### config.mk
export PLATFORM = sky130hd
export DESIGN_NAME = mem_access_flat
export DESIGN_NICKNAME = d
export VERILOG_FILES = /design/src/rtl/mem_access_pkg.sv /design/src/rtl/mem_access_if.sv /design/src/rtl/mem_access_load_extend.sv /design/src/rtl/mem_access.sv /design/src/flat_wrapper.sv
export SDC_FILE = /design/constraint.sdc
export NUM_CORES = 1
export LEC_CHECK = 0
export BUFFER_PORTS_ARGS = -buffer_cell sky130_fd_sc_hd__buf_4
export CORE_ASPECT_RATIO = 0.8
export CORE_UTILIZATION = 30
export CTS_BUF_LIST = sky130_fd_sc_hd__clkbuf_4
export CTS_CLUSTER_DIAMETER = 200
export DETAILED_ROUTE_END_ITERATION = 16
export HOLD_SLACK_MARGIN = 0.15
export MAX_ROUTING_LAYER = met4
export PLACE_DENSITY = 0.6
export SETUP_SLACK_MARGIN = 0.1
export SYNTH_ARGS = -nofsm -noshare
export SYNTH_HDL_FRONTEND = slang
export SYNTH_SLANG_ARGS = --single-unit
### constraint.sdc
create_clock -name clk -period 5.8 [get_ports clk]
set_input_delay 0.58 -clock clk [delete_from_list [all_inputs] [get_ports clk]]
set_output_delay 0.58 -clock clk [all_outputs]
set_load 0.05 [all_outputs]
### src/rtl/mem_access_pkg.sv
// Shared defines for the MEM stage: aluop encodings, bus widths, FSM encoding
// and the small op-decoding helpers used by the stage and its load extender.
package mem_access_pkg;

  localparam int ALU_OP_W   = 8;
  localparam int REG_W      = 32;
  localparam int REG_ADDR_W = 5;

  localparam logic [REG_W-1:0] ZERO_WORD = '0;

  localparam logic STOP   = 1'b1;
  localparam logic NOSTOP = 1'b0;

  localparam logic [ALU_OP_W-1:0] EXE_OP_ADD = 8'h10;
  localparam logic [ALU_OP_W-1:0] EXE_OP_LB  = 8'h20;
  localparam logic [ALU_OP_W-1:0] EXE_OP_LH  = 8'h21;
  localparam logic [ALU_OP_W-1:0] EXE_OP_LW  = 8'h23;
  localparam logic [ALU_OP_W-1:0] EXE_OP_LBU = 8'h24;
  localparam logic [ALU_OP_W-1:0] EXE_OP_LHU = 8'h25;
  localparam logic [ALU_OP_W-1:0] EXE_OP_SB  = 8'h28;
  localparam logic [ALU_OP_W-1:0] EXE_OP_SH  = 8'h29;
  localparam logic [ALU_OP_W-1:0] EXE_OP_SW  = 8'h2B;

  typedef enum logic [1:0] {
    IDLE  = 2'd0,
    READ  = 2'd1,
    WRITE = 2'd2,
    DONE  = 2'd3
  } state_t;

  function automatic logic is_load(input logic [ALU_OP_W-1:0] op);
    return op inside {EXE_OP_LB, EXE_OP_LH, EXE_OP_LW, EXE_OP_LBU, EXE_OP_LHU};
  endfunction

  function automatic logic is_store(input logic [ALU_OP_W-1:0] op);
    return op inside {EXE_OP_SB, EXE_OP_SH, EXE_OP_SW};
  endfunction

  // Number of byte transfers the op needs on the 8-bit RAM port.
  function automatic logic [2:0] op_bytes(input logic [ALU_OP_W-1:0] op);
    logic [2:0] n;
    n = 3'd4;
    if (op inside {EXE_OP_LB, EXE_OP_LBU, EXE_OP_SB}) n = 3'd1;
    if (op inside {EXE_OP_LH, EXE_OP_LHU, EXE_OP_SH}) n = 3'd2;
    return n;
  endfunction

endpackage

### src/rtl/mem_access_if.sv
// EX-to-MEM request, MEM-to-WB result and byte-wide RAM port bundled together.
// master is the environment side (EX stage + RAM), slave is the MEM stage.
interface mem_access_if #(
  parameter int ADDR_W = 32,
  parameter int DATA_W = 32,
  parameter int AOP_W  = 8
);

  logic              valid_i;
  logic [AOP_W-1:0]  aluop_i;
  logic [ADDR_W-1:0] mem_addr_i;
  logic [DATA_W-1:0] wData_i;
  logic [4:0]        wAddr_i;
  logic              wreg_i;

  logic [4:0]        wAddr_o;
  logic [DATA_W-1:0] wData_o;
  logic              wreg_o;
  logic              stall_o;

  logic [ADDR_W-1:0] ram_addr_o;
  logic [7:0]        ram_dout_o;
  logic              ram_wr_o;
  logic [7:0]        ram_din_i;

  modport master (
    output valid_i, aluop_i, mem_addr_i, wData_i, wAddr_i, wreg_i, ram_din_i,
    input  wAddr_o, wData_o, wreg_o, stall_o, ram_addr_o, ram_dout_o, ram_wr_o
  );

  modport slave (
    input  valid_i, aluop_i, mem_addr_i, wData_i, wAddr_i, wreg_i, ram_din_i,
    output wAddr_o, wData_o, wreg_o, stall_o, ram_addr_o, ram_dout_o, ram_wr_o
  );

endinterface

### src/rtl/mem_access_load_extend.sv
// Load result shaping: picks byte/halfword/word out of the assembled little-endian
// bytes and applies sign or zero extension according to the load op.
module mem_access_load_extend
  import mem_access_pkg::*;
#(
  parameter int DATA_W = REG_W,
  parameter int AOP_W  = ALU_OP_W
) (
  input  logic [AOP_W-1:0]  op,
  input  logic [DATA_W-1:0] raw,
  output logic [DATA_W-1:0] word
);

  function automatic logic [DATA_W-1:0] ext_byte(input logic [7:0] b, input logic sgn);
    logic signed [7:0] bs;
    bs = b;
    if (sgn) return DATA_W'(bs);
    return DATA_W'(b);
  endfunction

  function automatic logic [DATA_W-1:0] ext_half(input logic [15:0] h, input logic sgn);
    logic signed [15:0] hs;
    hs = h;
    if (sgn) return DATA_W'(hs);
    return DATA_W'(h);
  endfunction

  always_comb begin
    word = raw;
    case (op)
      EXE_OP_LB:  word = ext_byte(raw[7:0], 1'b1);
      EXE_OP_LBU: word = ext_byte(raw[7:0], 1'b0);
      EXE_OP_LH:  word = ext_half(raw[15:0], 1'b1);
      EXE_OP_LHU: word = ext_half(raw[15:0], 1'b0);
      default:    word = raw;
    endcase
  end

endmodule

### src/rtl/mem_access.sv
// MEM stage of the RV32I core: byte-serial little-endian loads/stores over a single
// 8-bit synchronous RAM port, one-cycle registered passthrough for everything else.
module mem_access
  import mem_access_pkg::*;
#(
  parameter int ADDR_W = 32,
  parameter int DATA_W = REG_W,
  parameter int AOP_W  = ALU_OP_W
) (
  input logic         clk,
  input logic         rst,
  mem_access_if.slave bus
);

  state_t state, state_nx;

  logic              accept;
  logic              acc_load;
  logic              acc_store;
  logic [1:0]        k;
  logic [1:0]        last_k;
  logic              last;

  logic [AOP_W-1:0]  op_p0;
  logic [ADDR_W-1:0] addr_p0;
  logic [DATA_W-1:0] data_p0;
  logic [4:0]        waddr_p0;
  logic              wreg_p0;
  logic [2:0]        nbytes_p0;
  logic [DATA_W-1:0] asm_p1;

  logic [DATA_W-1:0] raw_word;
  logic [DATA_W-1:0] ext_word;

  logic [DATA_W-1:0] wdata_p1;
  logic [4:0]        waddr_p1;
  logic              wreg_p1;

  logic              stall;
  logic [ADDR_W-1:0] ram_addr;
  logic [7:0]        ram_dout;
  logic              ram_wr;

  assign accept    = (state == IDLE) && bus.valid_i;
  assign acc_load  = accept && is_load(bus.aluop_i);
  assign acc_store = accept && is_store(bus.aluop_i);
  assign last_k    = 2'(nbytes_p0 - 3'd1);
  assign last      = (k == last_k);

  always_ff @(posedge clk) begin
    if (rst) state <= IDLE;
    else     state <= state_nx;
  end

  // Write strobe is gated by rst so an aborted store cannot land one more byte.
  always_comb begin
    state_nx = state;
    stall    = NOSTOP;
    ram_addr = '0;
    ram_dout = 8'h00;
    ram_wr   = 1'b0;
    case (state)
      IDLE: begin
        if (acc_load || acc_store) begin
          stall    = STOP;
          state_nx = acc_load ? READ : WRITE;
        end
      end
      READ: begin
        stall    = STOP;
        ram_addr = addr_p0 + ADDR_W'(k);
        if (last) state_nx = DONE;
      end
      WRITE: begin
        stall    = STOP;
        ram_wr   = ~rst;
        ram_addr = addr_p0 + ADDR_W'(k);
        ram_dout = data_p0[8*k +: 8];
        if (last) state_nx = DONE;
      end
      DONE: state_nx = IDLE;
      default: state_nx = IDLE;
    endcase
  end

  always_ff @(posedge clk) begin
    if (rst) begin
      k <= 2'd0;
    end else if (state == READ || state == WRITE) begin
      k <= last ? 2'd0 : k + 2'd1;
    end else begin
      k <= 2'd0;
    end
  end

  // ---- stage p0: request captured at accept, held for the whole transaction
  always_ff @(posedge clk) begin
    if (accept) begin
      op_p0     <= bus.aluop_i;
      addr_p0   <= bus.mem_addr_i;
      data_p0   <= bus.wData_i;
      waddr_p0  <= bus.wAddr_i;
      wreg_p0   <= bus.wreg_i;
      nbytes_p0 <= op_bytes(bus.aluop_i);
    end
  end

  // ---- stage p1: read bytes arrive one cycle behind their address
  always_ff @(posedge clk) begin
    if (state == READ && k != 2'd0) asm_p1[8*(k - 2'd1) +: 8] <= bus.ram_din_i;
  end

  // The last byte is still on ram_din in DONE; splice it in rather than storing it.
  always_comb begin
    raw_word = asm_p1;
    raw_word[8*last_k +: 8] = bus.ram_din_i;
  end

  mem_access_load_extend #(
    .DATA_W (DATA_W),
    .AOP_W  (AOP_W)
  ) u_load_extend (
    .op   (op_p0),
    .raw  (raw_word),
    .word (ext_word)
  );

  // ---- stage p2: write-back register, wreg is a one-cycle pulse
  always_ff @(posedge clk) begin
    if (rst) begin
      wdata_p1 <= ZERO_WORD[DATA_W-1:0];
      waddr_p1 <= 5'd0;
      wreg_p1  <= 1'b0;
    end else begin
      wreg_p1 <= 1'b0;
      if (accept && !acc_load && !acc_store) begin
        wdata_p1 <= bus.wData_i;
        waddr_p1 <= bus.wAddr_i;
        wreg_p1  <= bus.wreg_i && (bus.wAddr_i != 5'd0);
      end else if (state == DONE && is_load(op_p0)) begin
        wdata_p1 <= ext_word;
        waddr_p1 <= waddr_p0;
        wreg_p1  <= wreg_p0 && (waddr_p0 != 5'd0);
      end
    end
  end

  assign bus.wData_o    = wdata_p1;
  assign bus.wAddr_o    = waddr_p1;
  assign bus.wreg_o     = wreg_p1;
  assign bus.stall_o    = stall;
  assign bus.ram_addr_o = ram_addr;
  assign bus.ram_dout_o = ram_dout;
  assign bus.ram_wr_o   = ram_wr;

endmodule

### src/flat_wrapper.sv
// flat-port wrapper written by rule: the top's interface ports become plain ports
module mem_access_flat import mem_access_pkg::*;
#(
  parameter int ADDR_W = 32,
  parameter int DATA_W = REG_W,
  parameter int AOP_W  = ALU_OP_W
)
  (clk, rst, bus_valid_i, bus_aluop_i, bus_mem_addr_i, bus_wData_i, bus_wAddr_i, bus_wreg_i, bus_ram_din_i, bus_wAddr_o, bus_wData_o, bus_wreg_o, bus_stall_o, bus_ram_addr_o, bus_ram_dout_o, bus_ram_wr_o);
  mem_access_if #(.ADDR_W(ADDR_W), .DATA_W(DATA_W), .AOP_W(AOP_W)) bus_i ();
  input logic clk;
  input logic rst;
  input wire logic [$bits(bus_i.valid_i)-1:0] bus_valid_i;
  input wire logic [$bits(bus_i.aluop_i)-1:0] bus_aluop_i;
  input wire logic [$bits(bus_i.mem_addr_i)-1:0] bus_mem_addr_i;
  input wire logic [$bits(bus_i.wData_i)-1:0] bus_wData_i;
  input wire logic [$bits(bus_i.wAddr_i)-1:0] bus_wAddr_i;
  input wire logic [$bits(bus_i.wreg_i)-1:0] bus_wreg_i;
  input wire logic [$bits(bus_i.ram_din_i)-1:0] bus_ram_din_i;
  output wire logic [$bits(bus_i.wAddr_o)-1:0] bus_wAddr_o;
  output wire logic [$bits(bus_i.wData_o)-1:0] bus_wData_o;
  output wire logic [$bits(bus_i.wreg_o)-1:0] bus_wreg_o;
  output wire logic [$bits(bus_i.stall_o)-1:0] bus_stall_o;
  output wire logic [$bits(bus_i.ram_addr_o)-1:0] bus_ram_addr_o;
  output wire logic [$bits(bus_i.ram_dout_o)-1:0] bus_ram_dout_o;
  output wire logic [$bits(bus_i.ram_wr_o)-1:0] bus_ram_wr_o;
  assign bus_i.valid_i = bus_valid_i;
  assign bus_i.aluop_i = bus_aluop_i;
  assign bus_i.mem_addr_i = bus_mem_addr_i;
  assign bus_i.wData_i = bus_wData_i;
  assign bus_i.wAddr_i = bus_wAddr_i;
  assign bus_i.wreg_i = bus_wreg_i;
  assign bus_i.ram_din_i = bus_ram_din_i;
  assign bus_wAddr_o = bus_i.wAddr_o;
  assign bus_wData_o = bus_i.wData_o;
  assign bus_wreg_o = bus_i.wreg_o;
  assign bus_stall_o = bus_i.stall_o;
  assign bus_ram_addr_o = bus_i.ram_addr_o;
  assign bus_ram_dout_o = bus_i.ram_dout_o;
  assign bus_ram_wr_o = bus_i.ram_wr_o;
  mem_access #(.ADDR_W(ADDR_W), .DATA_W(DATA_W), .AOP_W(AOP_W)) u_core (.clk(clk), .rst(rst), .bus(bus_i));
endmodule
# ---- Word-level counts from Yosys, hierarchy flattened
# Cells that the tools add are included.
dict set report totals {
  output_inout_bits 80
  elab_cells 93
  in_bits 89
  register_bits 154
}
dict set report op_classes {
  eq_ne 19
  bitwise_logic 2
  addsub 6
  shifts 5
  n_reduce_logical 26
  n_mux 23
}
# cell count
set ops {}
lappend ops {{$mux W32} 5}
lappend ops {{$pmux W32 S4} 1}
lappend ops {{$eq A8 B6 Y1 const B} 13}
lappend ops {{$shift A8 B34 Y32 const A} 2}
lappend ops {{$shiftx A8 B34 Y32} 2}
lappend ops {{$bwmux W32} 2}
lappend ops {{$neg A32 Y34} 1}
lappend ops {{$neg A5 Y34} 1}
lappend ops {{$add A32 B2 Y32} 1}
lappend ops {{$shiftx A32 B6 Y8} 1}
lappend ops {{$reduce_bool A5 Y1} 4}
lappend ops {{$mux W5} 2}
lappend ops {{$logic_and A1 B1 Y1} 9}
lappend ops {{$reduce_bool A3 Y1} 3}
lappend ops {{$mux W8} 1}
lappend ops {{$mux W1} 7}
lappend ops {{$mux W2} 3}
lappend ops {{$pmux W2 S3} 1}
lappend ops {{$eq A2 B2 Y1 const B} 2}
lappend ops {{$reduce_bool A2 Y1} 2}
lappend ops {{$reduce_or A3 Y1} 1}
lappend ops {{$sub A2 B1 Y3 const B} 1}
lappend ops {{$add A2 B1 Y2 const B} 1}
lappend ops {{$eq A2 B1 Y1 const B} 1}
lappend ops {{11 further kinds} 14}

# ---- Depth between registers and ports, before layout
dict set report logic_depth {
  depth_word 8
  mapped_depth 9
  depth_no_buf 7
}

# ---- Hierarchy
# A second synthesis with hierarchy kept.
dict set report unflattened {
  cells_unflattened 703
  area_unflattened_um2 7761.2
}
# mod instances seq_area_each_um2 area_each_um2 cells_each
set modules_own_cells {}
lappend modules_own_cells {mem_access 1 4204.0 7379.6 649}
lappend modules_own_cells {mem_access_load_extend 1 0.0 381.6 54}

# ---- Least setup slack after synthesis
# Ideal clock, no wire load.
dict set report synth_path {
  kind {register -> output}
  start {register u_core.k[1]}
  end {output bus_ram_addr_o[28]}
  t_arrival_ps 3598
  t_required_ps 5220
  stages_incl_launch_ff 8
  n_path_buf 2
  path_slack_ps 1622
  cell_sequence {dfxtp_1 > clkbuf_1 > inv_1 > fa_1 > and4b_1 > nand4_1 > clkbuf_1 > o41ai_1}
}
dict set report synth_between {
  elab_chain_len 2
}
# item line
set synth_lines {}
lappend synth_lines {{start: declaration} mem_access.sv:20} ;# logic [1:0] k;
lappend synth_lines {{start signal: assignment} mem_access.sv:90} ;# k <= last ? 2'd0 : k + 2'd1;
lappend synth_lines {{$add A32 B2 Y32} {mem_access.sv:71, mem_access.sv:77}}
lappend synth_lines {{$mux W32} n/a}
lappend synth_lines {{end: declaration} flat_wrapper.sv:23} ;# output wire logic [$bits(bus_i.ram_addr_o)-1:0] bus_ram_addr_o;
# Every way passes these cells.

# ---- Final worst setup path
# Ends and elaborated chain as after synthesis.

==> summary.md <==
| Metric | Value |
|---|---|
| Core Area | between 20000 and 25000 sq um |
| Maximum VDD drop | 0.121 mV |
| Initial core utilization | between 30% and 40% |
| Clock tree buffer depth | 2 |
| Total global-route track usage | between 10% and 20% |
| CP arrival | ~3.8 ns |
| Worst path top cell family by delay | flip-flops |
| RSZ-0062 raised after global routing | false |
| Post-CTS Setup Inserts | 0 |
| Cell-internal power | approximately 0.0019 W |
| Vias after detailed routing | 6390 |
| Hold Violations, Final | 0 |
| GRT overflow | 0 |
| Final period util | between 70 and 80% |
| Leak | between 3 and 4 nW |
| WP depth | 6 |
| Sequential share of power | a little over two fifths |
| Max Slew Vio Count | 0 |
| Hold Path Class | in2reg |
| Die W | ~180 microns |
| Type of origin of the critical path | flop |
| CTS tree | yes |
| Vias in the first global route | 6074 |
| Maximum fanout along the worst path | 14 |
| Syn Area/Cell | 11.2 sq um |
| Cts bufs inserted | 17 |
| Cell area after synthesis | about 7500 sq um |
| Die Height | 144 microns |
| Setup TNS | 0 ns |
| CP Class | reg2out |
| Depth of the CTS H-tree | 4 |
| Flop and latch count out of synthesis | between 150 and 200 |
| Comb power frac | between 30 and 40% |
| Ant. Diodes | 0 |
| Final setup viols | 0 |
| Initial antenna violation count | 0 |
| First-pass GRT wire length | about 35000 microns |
| Area grow syn2layout | 35.4% |
| Crit path buf inv count | 2 |
| Period minus WS final | between 4 and 5 ns |
| Pin count of the biggest net entering global routing | 44 |
| R2r setup slk | about 3 ns |
| Status | completed |
| EDFF count, synth | roughly 110 |
| Reg-to-Reg Start | u_core.op_p0[4] |
| WP data required | ~5.2 ns |
| IO buf count | around 170 |
| Starting DRC count in detailed routing | between 600 and 700 |
| Sequential-to-total area share from yosys stat | 55.9% |
| Max cap viols | 0 |
| Worst Reg2Reg Path Length in Cells | 5 |
| Post-Syn Instances | between 600 and 700 |
| Worst slew margin | 8.20% |
| Max incr delay on CP | 0.87 ns |
| Worst slew pin tran | around 1.4 ns |
| CTS sink cnt | approximately 150 |
| Clock Latency Late Sink | roughly 0.6 ns |
| Top FF cell, synth | edfxtp_1 |
| RePlAce Congestion | 0.836 |
| R2R Path End | u_core.bus.wData_o[28] |
| Fin Hold WS | approximately 0.21 ns |
| DRC errors left | 0 |
| Fin util | between 40% and 50% |
| Post-route ant nets | 0 |
| Router iterations before antenna repair | 6 |
| Post-CTS sizing | 0 |
| Via density per instance | 5.18 |
| DP HPWL | about 17000 microns |
| Average wire per standard cell | between 15 and 20 microns |
| Layout cell share with drive strength beyond 1 | 24.9% |
| Synth cell types | 55 |
| Root buf cell | clkbuf_4 |
| Post-synthesis async set-or-reset flop share | 0% |
| Warning count from the yosys run | 0 |
| Final WL | about 24000 microns |
| Worst setup path start | u_core.k[1] |
| CP endpoint | bus_ram_addr_o[28] |
| Switching pwr | 0.00131 W |
| Syn nets | ~780 |
| Worst Setup End Kind | primary output |
| Clock Power Share | between 20 and 25% |
| Crit path cell chain | inv_1 -> fa_1 -> and4b_1 -> nand4_1 -> o41ai_1 -> buf_4 |
| Die area | between 20000 and 30000 sq um |
| # rows | 51 |
| Fmax | about 0.23 GHz |
| Critical path's slowest cell | dfxtp_1 |
| Clk_skew | 0.0361 ns |
| Power Density | 320 nW/um^2 |
| # nets final | between 1000 and 1500 |
| Clock transition at path regs | 0.16 ns |
| Sw frac | 40.2% |
| Io pins | 169 |
kinds of logic after synthesis:
logic type               Yosys count  synth area share (%)
multiplexers                      14                  3.21
XOR/XNOR                          14                  1.63
AO/OA/AOI/OAI                    154                  14.7
flip-flops                       154                  55.9
adder cells (fa/ha/maj)           18                  3.10
AND/OR/NAND/NOR                  250                  18.1
buffers and inverters             65                  3.35
synthesized netlist by cell type (2+ instances only):
master,number,share of area [%]
nand2b_1,10,0.83
nor4b_1,3,0.35
o22ai_1,7,0.58
a2111oi_0,2,0.23
nor3_1,24,1.6
nand4_1,9,0.75
nor4_1,2,0.17
nand3_1,9,0.60
nor2_1,36,1.8
a22o_1,24,2.8
o31ai_1,9,0.90
a22oi_1,14,1.4
and3_1,3,0.25
nor4bb_1,3,0.40
o21ai_0,30,2.0
edfxtp_1,112,45
a21oi_1,17,1.1
and4_1,4,0.47
buf_2,6,0.40
o21a_1,3,0.30
o211ai_1,9,0.90
o311ai_0,2,0.23
a31oi_1,5,0.42
nor4b_2,2,0.40
o32ai_1,8,0.93
nor3b_1,4,0.40
o41ai_1,2,0.23
xnor2_1,9,1.0
or4b_1,3,0.40
nand2_1,67,3.3
and2_1,46,3.8
or4_1,9,0.90
a311oi_1,17,2.0
clkbuf_1,32,1.6
mux4_2,8,2.4
and4b_1,2,0.27
nor2b_1,3,0.25
ha_1,17,2.8
mux2i_1,5,0.67
or3_1,7,0.58
xor2_1,5,0.58
inv_1,26,1.3
dfxtp_1,42,11
sequential cells by signal, indices dropped and copies added (netlist names):
register / cells
u_core.bus.wreg_o: 1
u_core.op_p0: 8
u_core.bus.wData_o: 32
u_core.nbytes_p0: 2
u_core.wreg_p0: 1
u_core.addr_p0: 32
u_core.state: 2
u_core.bus.wAddr_o: 5
u_core.k: 2
u_core.data_p0: 32
u_core.waddr_p0: 5
u_core.asm_p1: 32
worst min path at each step:
stage                                     start                     to  slack [ns]  cells past startpoint
after global placement    u_core.bus.wAddr_o[2]  u_core.bus.wAddr_o[2]        0.46                      2
after floorplan                 u_core.state[0]        u_core.state[0]        0.47                      2
after global routing            bus_wData_i[11]     u_core.data_p0[11]        0.15                      1
after detailed placement  u_core.bus.wAddr_o[0]  u_core.bus.wAddr_o[0]        0.47                      2
after CTS                       bus_wData_i[21]     u_core.data_p0[21]        0.15                      1
final                           bus_wData_i[11]     u_core.data_p0[11]        0.21                      1
cell usage in the layout (no fill, tap or decap), drive strengths merged, types with 4 or more instances in the layout:
cell type / n
dlygate4sd3: 75
a31oi: 6
dfxtp: 42
nand3: 9
edfxtp: 112
o32ai: 8
o31ai: 9
nand2: 67
ha: 17
a311oi: 17
clkbuf: 17
nand4: 9
and2: 46
xnor2: 9
nor3: 25
a21oi: 17
nand2b: 10
o21ai: 30
o22ai: 7
mux4: 8
a22oi: 14
o211ai: 9
nor4b: 5
or3: 7
xor2: 5
buf: 177
inv: 35
a22o: 24
clkinv: 6
nor3b: 4
nor2: 36
or4: 9
and4: 4
mux2i: 5
stage by stage:
| step | area [sq um] | setup slack, ns | total power, W | instances |
|---|---|---|---|---|
| 4_1_cts | 10100 | 1.33 | 0.00328 | 1224 |
| 3_3_place_gp | 9100 | 2.13 | 0.00250 | 1126 |
| 3_5_place_dp | 9100 | 2.01 | 0.00251 | 1126 |
| 5_1_grt | 10200 | 1.04 | 0.00341 | 1233 |
| 2_1_floorplan | 7510 | 1.62 | 0.00214 | 669 |
| 6_report | 10200 | 1.38 | 0.00326 | 1233 |
final cells by class:
class / count / area, sq um
repair buffers: 252 / 2080
inverters: 27 / 103
clock buffers: 17 / 128
multi-input cells: 450 / 3070
flip-flops and latches: 154 / 4200
clock inverters: 15 / 195
fillers: 2331 / 14300
well taps: 318 / 398
power groups by stage:
stage	registers, W	clock network [W]	logic, W
floorplan	0.00154	0	0.000599
global placement	0.00143	0	0.00106
detailed placement	0.00144	0	0.00107
CTS	0.00141	0.000752	0.00111
global route	0.00143	0.000796	0.00118
finish	0.00141	0.000731	0.00111
worst register-to-register path, delay by kind of cell, from the launching register on:
kind | cells | cell delay, ns
AOI/OAI and AO/OA | 2 | 0.41
and+or+nand+nor | 2 | 1.62
DFF | 1 | 0.42
buffers and inverters | 1 | 0.24
routing by layer:
metal | routed length, microns | global-route usage, %
met2 | 11200 | 29.5
met1 | 10700 | 25.7
met3 | 1640 | 4.55
met5 | 0 | -
met4 | 278 | 4.28
repair_timing:
item / 4_1_cts / 5_1_grt
hold buffers: 66 / 9
endpoints found under the setup margin: 0 / 0
endpoints found under the hold margin: 66 / 9
(Power assumes the default switching activity.)
